File: config.mk
export PLATFORM = sky130hd
export DESIGN_NAME = clk_gate_ctrl
export DESIGN_NICKNAME = d
export VERILOG_FILES = /design/src/rtl/clk_gate_ctrl.sv
export SDC_FILE = /design/constraint.sdc
export NUM_CORES = 1
export LEC_CHECK = 0
export BUFFER_PORTS_ARGS = -buffer_cell sky130_fd_sc_hd__buf_4
export CAP_MARGIN = 10
export CORE_MARGIN = 1
export CORE_UTILIZATION = 45
export CTS_CLUSTER_SIZE = 40
export DETAILED_ROUTE_END_ITERATION = 10
export HOLD_SLACK_MARGIN = 0.12
export PLACE_DENSITY = 0.8
export SYNTH_ARGS = -nofsm -noshare
export SYNTH_HDL_FRONTEND = slang
export SYNTH_SLANG_ARGS = --single-unit
File: constraint.sdc
create_clock -name clk -period 2.6 [get_ports clk]
set_input_delay 0.39 -clock clk [delete_from_list [all_inputs] [get_ports clk]]
set_output_delay 0.39 -clock clk [all_outputs]
set_load 0.02 [all_outputs]
File: src/rtl/clk_gate_ctrl.sv
// Per-channel automatic clock-gating controller: ON -> IDLE -> DRAIN -> OFF -> WAKE
// sequence per channel, each driving a latch-based integrated clock gate.
module clk_gate_ctrl #(
    parameter int N_CH     = 4,
    parameter int IDLE_W   = 8,
    parameter int WAKE_CYC = 2
) (
    input  logic                clk,
    input  logic                rst_n,
    input  logic                test_en,
    input  logic [IDLE_W-1:0]   cfg_idle_thr,
    input  logic [N_CH-1:0]     cfg_auto_en,
    input  logic [N_CH-1:0]     cfg_force_on,
    input  logic [N_CH-1:0]     ch_busy,
    input  logic [N_CH-1:0]     ch_wake_req,
    input  logic [N_CH-1:0]     ch_off_ack,
    output logic [N_CH-1:0]     ch_off_req,
    output logic [N_CH-1:0]     ch_clk_en,
    output logic [N_CH-1:0]     ch_ready,
    output logic [N_CH-1:0]     gclk,
    output logic [3*N_CH-1:0]   ch_state
);

    typedef enum logic [2:0] {
        S_ON    = 3'd0,
        S_IDLE  = 3'd1,
        S_DRAIN = 3'd2,
        S_OFF   = 3'd3,
        S_WAKE  = 3'd4
    } state_e;

    localparam logic [IDLE_W-1:0] WAKE_LAST = IDLE_W'(WAKE_CYC - 1);

    logic thr_zero_s;
    assign thr_zero_s = (cfg_idle_thr == {IDLE_W{1'b0}});

    for (genvar i = 0; i < N_CH; i++) begin : g_ch
        state_e            state_q, state_d;
        logic [IDLE_W-1:0] cnt_q, cnt_d;
        logic              act_s;
        logic              drain_hit_s;
        logic              clk_en_q, ready_q, off_req_q;
        logic              en_lat_q;

        assign act_s = ch_busy[i] | ch_wake_req[i] | cfg_force_on[i] | ~cfg_auto_en[i] | thr_zero_s;
        // Extra bit keeps cnt+1 from wrapping when compared against the live threshold.
        assign drain_hit_s = (({1'b0, cnt_q} + {{IDLE_W{1'b0}}, 1'b1}) >= {1'b0, cfg_idle_thr});

        // Next-state and counter logic for one channel
        always_comb begin
            state_d = state_q;
            cnt_d   = cnt_q;
            case (state_q)
                S_ON: begin
                    if (!act_s) begin
                        state_d = S_IDLE;
                        cnt_d   = {IDLE_W{1'b0}};
                    end else begin
                        state_d = S_ON;
                    end
                end
                S_IDLE: begin
                    if (act_s) begin
                        state_d = S_ON;
                        cnt_d   = {IDLE_W{1'b0}};
                    end else if (drain_hit_s) begin
                        state_d = S_DRAIN;
                    end else begin
                        cnt_d   = cnt_q + {{(IDLE_W-1){1'b0}}, 1'b1};
                    end
                end
                S_DRAIN: begin
                    if (act_s) begin
                        state_d = S_ON;
                    end else if (ch_off_ack[i]) begin
                        state_d = S_OFF;
                    end else begin
                        state_d = S_DRAIN;
                    end
                end
                S_OFF: begin
                    if (act_s) begin
                        state_d = S_WAKE;
                        cnt_d   = {IDLE_W{1'b0}};
                    end else begin
                        state_d = S_OFF;
                    end
                end
                S_WAKE: begin
                    if (cnt_q == WAKE_LAST) begin
                        state_d = S_ON;
                        cnt_d   = {IDLE_W{1'b0}};
                    end else begin
                        cnt_d   = cnt_q + {{(IDLE_W-1){1'b0}}, 1'b1};
                    end
                end
                default: begin
                    state_d = S_ON;
                    cnt_d   = {IDLE_W{1'b0}};
                end
            endcase
        end

        // State register with outputs decoded from the next state
        always_ff @(posedge clk) begin
            if (!rst_n) begin
                state_q   <= S_ON;
                cnt_q     <= {IDLE_W{1'b0}};
                clk_en_q  <= 1'b1;
                ready_q   <= 1'b1;
                off_req_q <= 1'b0;
            end else begin
                state_q   <= state_d;
                cnt_q     <= cnt_d;
                clk_en_q  <= (state_d != S_OFF);
                ready_q   <= (state_d == S_ON) || (state_d == S_IDLE);
                off_req_q <= (state_d == S_DRAIN);
            end
        end

        // ICG enable latch, transparent while clk is low so gclk cannot glitch
        always_latch begin
            if (!clk) begin
                en_lat_q <= clk_en_q | test_en;
            end
        end

        assign gclk[i]           = clk & en_lat_q;
        assign ch_clk_en[i]      = clk_en_q;
        assign ch_ready[i]       = ready_q;
        assign ch_off_req[i]     = off_req_q;
        assign ch_state[3*i +: 3] = state_q;
    end

endmodule

Yosys cells after proc, flatten, opt, wreduce, memory -nomap -nowiden
Index checks and enable logic that the tools add are counted.
W data, S select, Z words.
{ "totals": {"reg_bits": 56, "latch_bits": 4, "in_bits": 31, "output_inout_bits": 28} }
{ "op_classes": {"addsub": 8, "n_lt_le_gt_ge": 4, "eq_ne": 44, "n_mux": 60, "bitwise": 32, "reduce_logical": 17} }
{ "ops": {"columns": ["op", "n"], "rows": [
  ["$mux W8", 20],
  ["$pmux W8 S5", 4],
  ["$pmux W3 S5", 4],
  ["$mux W3", 16],
  ["$add A8 B1 Y9 const B", 4],
  ["$eq A3 B2 Y1 const B", 12],
  ["$ge A9 B8 Y1", 4],
  ["$add A8 B1 Y8 const B", 4],
  ["$eq A8 B1 Y1 const B", 4],
  ["$eq A3 B1 Y1 const B", 8],
  ["$logic_not A3 Y1", 8],
  ["$or A1 B1 Y1", 20],
  ["$ne A2 B2 Y1 const B", 8],
  ["$reduce_and A4 Y1", 4],
  ["$eq A3 B3 Y1 const B", 4],
  ["$mux W1", 12],
  ["$ne A3 B2 Y1 const B", 4],
  ["$ne A3 B3 Y1 const B", 4],
  ["$logic_not A8 Y1", 1],
  ["$mux W2", 4],
  ["$not A1 Y1", 8],
  ["$and A1 B1 Y1", 4],
  ["$logic_or A1 B1 Y1", 4]
]} }

Longest topological paths before layout
Gate-level depths: netlist (run 1).
{ "logic_depth": {"word_depth": 8, "mapped_depth": 14, "mapped_depth_nobuf": 13} }

==> run_results.csv, run 1 <==
group,metric,value,unit
synth,synth_cell_types,64,
timing,slew_violations,0,
synth,synth_top_area_cell,"dfxtp_1",
worst_setup_path,required,2.21,ns
global_routing,grt_use_total,24.7,%
layout,num_antenna_cells,0,
floorplan,die_w,97.1,µm
timing,hold_viol_final,0,
worst_setup_path,crit_arrival,2.39,ns
synth,synthArstFlopShare,0,%
worst_setup_path,worstSetupPathType,"latch to primary output",
timing,layout_setup_ws,-0.182,ns
routing,dr.pass1.iters,5,
worst_setup_path,cp_slowest_cell,"dlxtn_2",
pwr,p_switching,0.666,mW
routing,wl,12800,µm
synth,synth_edf_count,0,
run_status,violations,"setup timing",
pwr,pwr-share-comb,6.2,%
place,dp_hpwl,8180,µm
pwr,power.leakage,2.54,nW
worst_setup_path,critPathLaunchType,"latch",
worst_setup_path,slowest_delay,0.41,ns
clocking,cts_tree,"done",
synth,synth_area_per_cell,8.42,µm²
floorplan,dieArea,9420,µm²
worst_setup_path,crit_chain,"and2_4, buf_6",
layout,drive_above_1_share,39.6,%
routing,dr.first_iter.drc_count,226,
global_routing,antenna_found_initial,0,
pwr,peakVddDrop,0.316,mV
timing,slew_headroom,47.4,%
timing,setup_tns,-0.796,ns
floorplan,die_h,97.1,µm
place,dp_slack,-0.122,ns
global_routing,grt_pass1_wl,18600,µm
pwr,swShare,25.4,%
synth,synth_most_common_cell,"dfxtp_1",
global_routing,grt-ovfl-total,0,
synth,synth_cells,483,
routing,ant_nets,0,
global_routing,grt_pass1_vias,4106,
pwr,finalPower,2.63,mW
layout,area_delta_synth_final,38.8,%
clocking,clock_latency,0.46,ns
synth,yosys-top-cells-count,"dfxtp_1 (56), nand2_1 (42), ha_1 (40)",
floorplan,rows,34,
layout,final_area,5640,µm²
pwr,clock_power_share,59.8,%
floorplan,io_pins,59,
global_routing,grt_max_degree,29,
routing,drt_drc_violations_left,0,
layout,finalNonFillerCells,699,
run_status,status,"finished with violations",
place,port_buffers,58,
routing,vias_per_cell,6.02,
synth,synth_warnings,0,
routing,wl_per_cell,18.3,µm
synth,yosys-top-cells-area,"dfxtp_1 (28%), ha_1 (12%), nand2_1 (3.9%), nand3_1 (3.7%), a21oi_1 (3.3%)",
routing,routed-via-count,4207,
layout,nets,656,
run,max-cap-violations,0,
worst_setup_path,end_kind,"primary output",
synth,ys_ff_latch,60,
place,dp_cells,666,
place,place_area,4840,µm²
floorplan,core_area,8720,µm²
clocking,clk_pin_slew_worst_paths,0.07,ns
timing,finalClockSkew,0.0169,ns
pwr,p_int,1.96,mW
pwr,power_density,465,nW/µm²
floorplan,start_util,46.6,%
min_path,hp-class,"input pin to register",
synth,synth.top_cell.area_share,27.6,%
synth,synthesis.nets,554,
timing,setup_viol,13,
worst_setup_path,critical_path_peak_fanout,1,
synth,dominantRegCellSynth,"dfxtp_1",
place,gp_congestion,0.883,
pwr,sequentialPowerShare,34.0,%
timing,worst_pin_slew,0.769,ns
timing,rsz0062_at_grt,"true",
synth,netlist_area,4070,µm²
[worst max-delay path: cells and delay by family, from the launching register on]
| family | cells | cell delay, ns |
|---|---|---|
| simple gates | 1 | 0.13 |
| buf+inv | 1 | 0.11 |
| latches | 1 | 0.41 |
[state kept, by name, indices dropped and copies added (netlist names)]
| name | count |
|---|---|
| g_ch.off_req_q | 4 |
| g_ch.clk_en_q | 4 |
| g_ch.cnt_q | 32 |
| g_ch.state_q | 12 |
| g_ch.en_lat_q | 4 |
| g_ch.ready_q | 4 |
[layout by cell type, fill, tap and decap left out, types with 7 or more instances in the layout]
| master | n |
|---|---|
| inv_1 | 27 |
| mux2i_1 | 12 |
| nand2_1 | 39 |
| nand3_1 | 23 |
| nor2_1 | 28 |
| buf_4 | 107 |
| clkbuf_8 | 14 |
| nand2b_1 | 10 |
| or3_1 | 7 |
| dfxtp_4 | 8 |
| xor2_1 | 8 |
| buf_6 | 7 |
| dfxtp_1 | 42 |
| ha_1 | 33 |
| nor3_1 | 12 |
| a21oi_2 | 12 |
| a21o_1 | 11 |
| a21oi_1 | 17 |
[kinds of logic after synthesis]
| family | share of synthesized area [%] |
|---|---|
| AOI/OAI and AO/OA | 18.9 |
| xor gates and xnor gates | 3.88 |
| adders and majority gates | 12.3 |
| buffers and inverters | 6.61 |
| DFF | 27.6 |
| latches | 1.48 |
| muxes | 3.23 |
| and+or+nand+nor | 26.1 |
[layer usage]
layer  share of wire, %  GRT usage [%]  vias to the layer above
met3                6.6           4.24                       58
met4                3.9           15.6                        0
met1                 38           28.0                     1983
met2                 51           42.7                      224
li1                   -              -                     1942
met5                  0              0                        -
[what timing repair did]
action                     in CTS  in global routing
pin swaps                      16                 35
hold endpoints to repair        0                  0
setup endpoints to repair      39                 52
cloned                          0                  1
buffers inserted                6                  5
resized for setup              37                 69
hold buffers                    0                  0
[cell type report]
type,count,area [µm²]
clock buffers,20,245
fillers,664,3080
well taps,108,135
inverters,28,105
flip-flops and latches,60,1220
repair buffers,110,837
clock inverters,5,98.8
multi-input cells,368,3000
[power by group through the flow]
stage               clock [mW]  sequential [mW]  combinational [mW]
global route              1.64            0.894               0.173
global placement         0.223            0.922               0.137
CTS                       1.56            0.898               0.148
detailed placement       0.223            0.922               0.142
floorplan                0.131            0.922              0.0699
finish                    1.57            0.894               0.162
[path summary, 6_finish.rpt]
kind                                  startpoint                to  slack (ns)  depth (start not counted)
worst max-delay path            g_ch[3].en_lat_q           gclk[3]       -0.18                          2
worst max register to register  g_ch[3].cnt_q[0]  g_ch[3].cnt_q[4]       -0.03                         10
worst min-delay path               ch_off_ack[3]  g_ch[3].clk_en_q        0.20                          2
worst min register to register  g_ch[1].cnt_q[1]  g_ch[1].cnt_q[1]        0.52                          2
[metrics by stage]
step	utilization, %	hold slack, ns
after floorplan	-	0.464
after global placement	55.5	0.480
after detailed placement	55.5	0.495
after CTS	61.1	0.185
after global routing	64.7	0.198
final	64.7	0.199
Power figures use the tool's default switching activity.
==> inputs of run 2 (changes only) <==
--- a/config.mk
+++ b/config.mk
@@ -8,11 +8,11 @@
 export BUFFER_PORTS_ARGS = -buffer_cell sky130_fd_sc_hd__buf_4
 export CAP_MARGIN = 10
 export CORE_MARGIN = 1
-export CORE_UTILIZATION = 45
+export CORE_UTILIZATION = 42
 export CTS_CLUSTER_SIZE = 40
 export DETAILED_ROUTE_END_ITERATION = 10
 export HOLD_SLACK_MARGIN = 0.12
-export PLACE_DENSITY = 0.8
+export PLACE_DENSITY = 0.76
 export SYNTH_ARGS = -nofsm -noshare
 export SYNTH_HDL_FRONTEND = slang
 export SYNTH_SLANG_ARGS = --single-unit
==> run 2 against run 1 <==
- the flow still finishes with violations (setup timing)
- critical path type unchanged
- flip-flop and latch count did not move
- routed wire length down 11%
- power shrank 8.4%
- non-clock buffer count increased by 2
- core utilization down 4.7 points
- first-iteration DRC count decreased by 47%
- hold slack gained 0.036 ns
- die area rose by 7.0%
- sequential share of layout area barely moved
- critical endpoint is now gclk[1]
==> run_results.csv, run 2 (synthesis gave the netlist of run 1 again) <==
group,metric,value,unit
run,max-cap-violations,0,
timing,rsz0062_at_grt,"true",
layout,final_common_cell,"buf_4",
layout,nets,658,
layout,final_area,5600,µm²
layout,largestRegisters,"g_ch.cnt_q (32), g_ch.state_q (12)",
pwr,power_density,430,nW/µm²
timing,slew_headroom,51.8,%
place,port_buffers,58,
pwr,swShare,27.3,%
clocking,cts_hold_buf,0,
floorplan,die_w,100,µm
layout,drive_above_1_share,37.9,%
place,dp_hpwl,8070,µm
run_status,violations,"setup timing",
worst_setup_path,reg2reg_from,"g_ch[3].cnt_q[0]",
worst_setup_path,critPathLaunchType,"latch",
routing,wl_per_cell,15.7,µm
timing,hold_slack,0.235,ns
place,place_area,4900,µm²
worst_setup_path,required,2.21,ns
global_routing,grt_pass1_wl,17400,µm
layout,fillers,752,
timing,layout_setup_ws,-0.163,ns
layout,multi_input_area,2960,µm²
global_routing,grt_pass1_vias,3872,
timing,setup_tns,-0.626,ns
worst_setup_path,critical_path_peak_fanout,1,
timing,hold_viol_final,0,
pwr,pwr-share-comb,6.7,%
worst_setup_path,ff2ff_path_depth,12,
timing,finalClockSkew,0.00731,ns
layout,largest_reg_flops,32,
clocking,clk_pin_slew_worst_paths,0.07,ns
global_routing,grt-ovfl-total,0,
floorplan,core_area,9330,µm²
pwr,peakVddDrop,0.450,mV
pwr,sequentialPowerShare,37.3,%
pwr,p_switching,0.656,mW
timing,setup_viol,8,
routing,dr.pass1.iters,7,
worst_setup_path,crit_arrival,2.37,ns
worst_setup_path,end_kind,"primary output",
layout,largest-register,"g_ch.cnt_q",
floorplan,dieArea,10100,µm²
layout,area_delta_synth_final,37.6,%
global_routing,antenna_found_initial,0,
pwr,clock_power_share,56.0,%
worst_setup_path,reg2reg_slack,0.02,ns
floorplan,rows,35,
routing,drt_drc_violations_left,0,
routing,wl,11300,µm
clocking,clock_latency,0.45,ns
pwr,p_int,1.75,mW
layout,final_cell_mix,"buf_4 (109), dfxtp_1 (45), nand2_1 (37)",
place,gp_congestion,0.896,
routing,ant_nets,0,
global_routing,grt_use_total,21.9,%
worst_setup_path,worstSetupPathType,"latch to primary output",
pwr,power.leakage,2.54,nW
min_path,hp-class,"input pin to register",
routing,dr.first_iter.drc_count,119,
min_path,holdPathEnd,"g_ch[3].clk_en_q",
clocking,cts_tree,"done",
worst_setup_path,r2r_end,"g_ch[3].cnt_q[2]",
floorplan,start_util,43.6,%
floorplan,die_h,100,µm
routing,routed-via-count,3949,
layout,num_antenna_cells,0,
global_routing,grt_max_degree,29,
min_path,min_from,"ch_off_ack[3]",
timing,slew_violations,0,
layout,seq_area,1210,µm²
min_path,hold_path_depth,2,
timing,worst_pin_slew,0.720,ns
floorplan,io_pins,59,
run_status,status,"finished with violations",
routing,vias_per_cell,5.47,
[run 2: critical path, stage by stage, from the launching register on]
cell and delay, ns:
dlxtn_1 0.39, and2_4 0.13, buf_6 0.11
[run 2: through the flow]
stage | cells | power [mW] | utilization, % | setup slack, ns
2_1_floorplan | 483 | 1.12 | - | -0.0377
3_3_place_gp | 690 | 1.29 | 52.5 | 0.0120
3_5_place_dp | 690 | 1.29 | 52.5 | -0.155
4_1_cts | 716 | 2.42 | 56.9 | -0.180
5_1_grt | 722 | 2.50 | 60.0 | -0.203
6_report | 722 | 2.40 | 60.0 | -0.163
[run 2: layout make-up]
class,instances,area share [%]
clock buffers,19,4.14
clock inverters,6,1.14
inverters,28,1.88
multi-input cells,368,53.0
flip-flops and latches,60,21.6
well taps,129,2.88
repair buffers,112,15.4
[run 2: power by group through the flow]
stage	Sequential, mW	Clock, mW	Combinational, mW
4_1_cts	0.899	1.37	0.152
2_1_floorplan	0.922	0.131	0.0699
3_5_place_dp	0.922	0.223	0.148
5_1_grt	0.896	1.43	0.174
6_report	0.896	1.35	0.161
3_3_place_gp	0.921	0.223	0.143
[run 2: worst max path at each step]
stage          slack (ns)  cells past startpoint                to              from
3_5_place_dp        -0.16                     11  g_ch[2].cnt_q[5]  g_ch[2].cnt_q[0]
4_1_cts             -0.18                      2           gclk[1]  g_ch[1].en_lat_q
6_report            -0.16                      2           gclk[1]  g_ch[1].en_lat_q
2_1_floorplan       -0.04                     13  g_ch[3].cnt_q[3]  g_ch[3].cnt_q[0]
5_1_grt             -0.20                      2           gclk[3]  g_ch[3].en_lat_q
3_3_place_gp         0.01                     11  g_ch[2].cnt_q[6]  g_ch[2].cnt_q[0]
[run 2: per-layer routing]
layer,share of wire [%],GRT usage [%]
met4,3.5,12.8
met2,50,36.4
met1,42,25.8
met3,4.2,5.08
met5,0,0
[run 2: what timing repair did]
item                                    in CTS  in global routing
pin swaps                                   17                 32
endpoints found under the setup margin      30                 52
resized for setup                           30                 56
setup buffers                                5                  7
==> inputs of run 3 (changes only) <==
--- a/config.mk
+++ b/config.mk
@@ -7,12 +7,14 @@
 export LEC_CHECK = 0
 export BUFFER_PORTS_ARGS = -buffer_cell sky130_fd_sc_hd__buf_4
 export CAP_MARGIN = 10
+export CELL_PAD_IN_SITES_DETAIL_PLACEMENT = 0
+export CELL_PAD_IN_SITES_GLOBAL_PLACEMENT = 1
 export CORE_MARGIN = 1
 export CORE_UTILIZATION = 42
 export CTS_CLUSTER_SIZE = 40
 export DETAILED_ROUTE_END_ITERATION = 10
 export HOLD_SLACK_MARGIN = 0.12
-export PLACE_DENSITY = 0.76
+export PLACE_DENSITY = 0.9
 export SYNTH_ARGS = -nofsm -noshare
 export SYNTH_HDL_FRONTEND = slang
 export SYNTH_SLANG_ARGS = --single-unit
==> constraint.sdc (replaced) <==
create_clock -name clk -period 3.5 [get_ports clk]
set_input_delay 0.525 -clock clk [delete_from_list [all_inputs] [get_ports clk]]
set_output_delay 0.525 -clock clk [all_outputs]
set_load 0.02 [all_outputs]
==> run 3 against run 2 <==
- the run now ends clean
- sequential share of layout area increased by 3.1 points
- cell count shrank 7.9%
- register-to-register slack improved by 0.37 ns
- critical path type unchanged
- critical endpoint is now gclk[2]
- power down 26%
- flip-flop and latch count is the same
==> run_results.csv, run 3 (synthesis gave the netlist of run 1 again) <==
group,metric,value,unit
run_status,status,"finished clean",
place,dp_slack,0.438,ns
routing,dr.first_iter.drc_count,136,
layout,largestRegisters,"g_ch.cnt_q (32), g_ch.state_q (12)",
pwr,peakVddDrop,0.215,mV
floorplan,io_pins,59,
worst_setup_path,critPathLaunchType,"latch",
floorplan,dieArea,10100,µm²
worst_setup_path,worstSetupPathType,"latch to primary output",
global_routing,grt_pass1_wl,16000,µm
routing,route.met2.wl,4710,µm
min_path,hp-class,"input pin to register",
floorplan,rows,35,
routing,routed-via-count,3619,
timing,slew_headroom,46.7,%
clocking,clock_latency,0.45,ns
global_routing,grt_pass1_vias,3407,
layout,largest_reg_flops,32,
floorplan,die_w,100,µm
min_path,min_from,"ch_off_ack[3]",
routing,vias_per_cell,5.44,
timing,worst_pin_slew,0.800,ns
pwr,finalPower,1.77,mW
routing,met3_length,428,µm
timing,finalClockSkew,0.00754,ns
worst_setup_path,reg2reg_from,"g_ch[3].cnt_q[0]",
worst_setup_path,crit_chain,"and2_1, buf_4",
floorplan,start_util,43.6,%
worst_setup_path,reg2reg_slack,0.39,ns
global_routing,grt-ovfl-total,0,
worst_setup_path,r2r_end,"g_ch[3].cnt_q[3]",
global_routing,antenna_found_initial,0,
global_routing,grt_max_degree,31,
pwr,power.leakage,2.17,nW
routing,drt_drc_violations_left,0,
clocking,cts-resized-gates,0,
worst_setup_path,critical_path_peak_fanout,1,
layout,fillers,889,
floorplan,core_area,9330,µm²
global_routing,grt_use_total,20.3,%
layout,nets,601,
worst_setup_path,end_kind,"primary output",
worst_setup_path,crit_family,"latches",
layout,largest-register,"g_ch.cnt_q",
clocking,cts_tree,"done",
layout,num_antenna_cells,0,
timing,hold_viol_final,0,
timing,hold_slack,0.337,ns
worst_setup_path,crit_buf_inv,1,
pwr,power_density,370,nW/µm²
min_path,holdPathEnd,"g_ch[3].clk_en_q",
routing,dr.pass1.iters,5,
routing,ant_nets,0,
layout,area_delta_synth_final,17.6,%
clocking,clk_pin_slew_worst_paths,0.07,ns
layout,finalNonFillerCells,665,
layout,drive_above_1_share,19.2,%
place,dp_cells,644,
worst_setup_path,required,2.97,ns
run,max-cap-violations,0,
worst_setup_path,crit_arrival,2.84,ns
routing,wl_met1,4520,µm
floorplan,die_h,100,µm
place,dp_hpwl,7330,µm
place,gp_congestion,0.879,
layout,final_cell_mix,"buf_4 (59), dfxtp_1 (56), nand2_1 (42)",
worst_setup_path,cp_slowest_cell,"dlxtn_1",
timing,layout_setup_ws,0.139,ns
layout,final_common_cell,"buf_4",
timing,setup_tns,0,ns
timing,setup_viol,0,
timing,rsz0062_at_grt,"false",
timing,slew_violations,0,
worst_setup_path,ff2ff_path_depth,12,
place,port_buffers,58,
routing,wl_per_cell,14.8,µm
routing,wl,9870,µm
worst_setup_path,slowest_delay,0.38,ns
clocking,cts_hold_buf,0,
clocking,cts_setup_buffers,0,
min_path,hold_path_depth,2,
routing,top_layer,"met4",
-- run 3: cell count changes in the layout (fill, tap and decap cells not counted), moves of 5 or more --
cell and delta:
nand2_1 +5, and3_1 +5, dfxtp_2 -5, ha_1 +5, dfxtp_1 +11, buf_4 -50
nand3_2 -5, a21oi_1 +7, nand3_1 +7, dfxtp_4 -6, ha_4 -5, a21oi_2 -7
buf_6 -6, and3_4 -5
-- run 3: worst max-delay path by stage --
stage | cells after the start | from | end | slack [ns]
finish | 2 | g_ch[2].en_lat_q | gclk[2] | 0.14
global route | 2 | g_ch[2].en_lat_q | gclk[2] | 0.08
CTS | 2 | g_ch[2].en_lat_q | gclk[2] | 0.12
detailed placement | 12 | g_ch[3].cnt_q[0] | g_ch[3].cnt_q[7] | 0.44
global placement | 12 | g_ch[3].cnt_q[0] | g_ch[3].cnt_q[7] | 0.51
floorplan | 13 | g_ch[3].cnt_q[0] | g_ch[3].cnt_q[1] | 0.63
-- run 3: through the flow --
step | area [µm²] | util [%]
finish | 4780 | 51.3
detailed placement | 4510 | 48.3
CTS | 4780 | 51.3
global route | 4780 | 51.3
global placement | 4510 | 48.3
floorplan | 4070 | -
-- run 3: area by class of cell --
| class | instances | area (µm²) | area share (%) |
|---|---|---|---|
| Tap cell | 129 | 161 | 3.37 |
| Clock inverter | 6 | 88.8 | 1.86 |
| Inverter | 28 | 105 | 2.20 |
| Timing Repair Buffer | 55 | 413 | 8.63 |
| Clock buffer | 19 | 216 | 4.53 |
| Sequential cell | 60 | 1180 | 24.7 |
| Multi-Input combinational cell | 368 | 2620 | 54.7 |
-- run 3: where the power goes --
group          total, mW  internal (mW)  switching [mW]  leakage (nW)
logic              0.102         0.0442          0.0574          1.52
clock network      0.996          0.583           0.413         0.161
registers          0.670          0.668         0.00177         0.485
-- run 3: metal layers --
metal  vias up  global-route usage, %
met3        20                   4.25
li1       1839                      -
met1      1676                   25.1
met5         -                      0
met2        84                   33.6
met4         0                   9.59
-- run 3: worst register-to-register path, delay by kind of cell, from the launching register on --
family,cells,cell delay (ns)
buffers and inverters,1,0.08
and+or+nand+nor,6,1.30
DFF,1,0.44
muxes,1,0.15
AOI/OAI and AO/OA,2,0.58
adders and majority gates,2,0.45
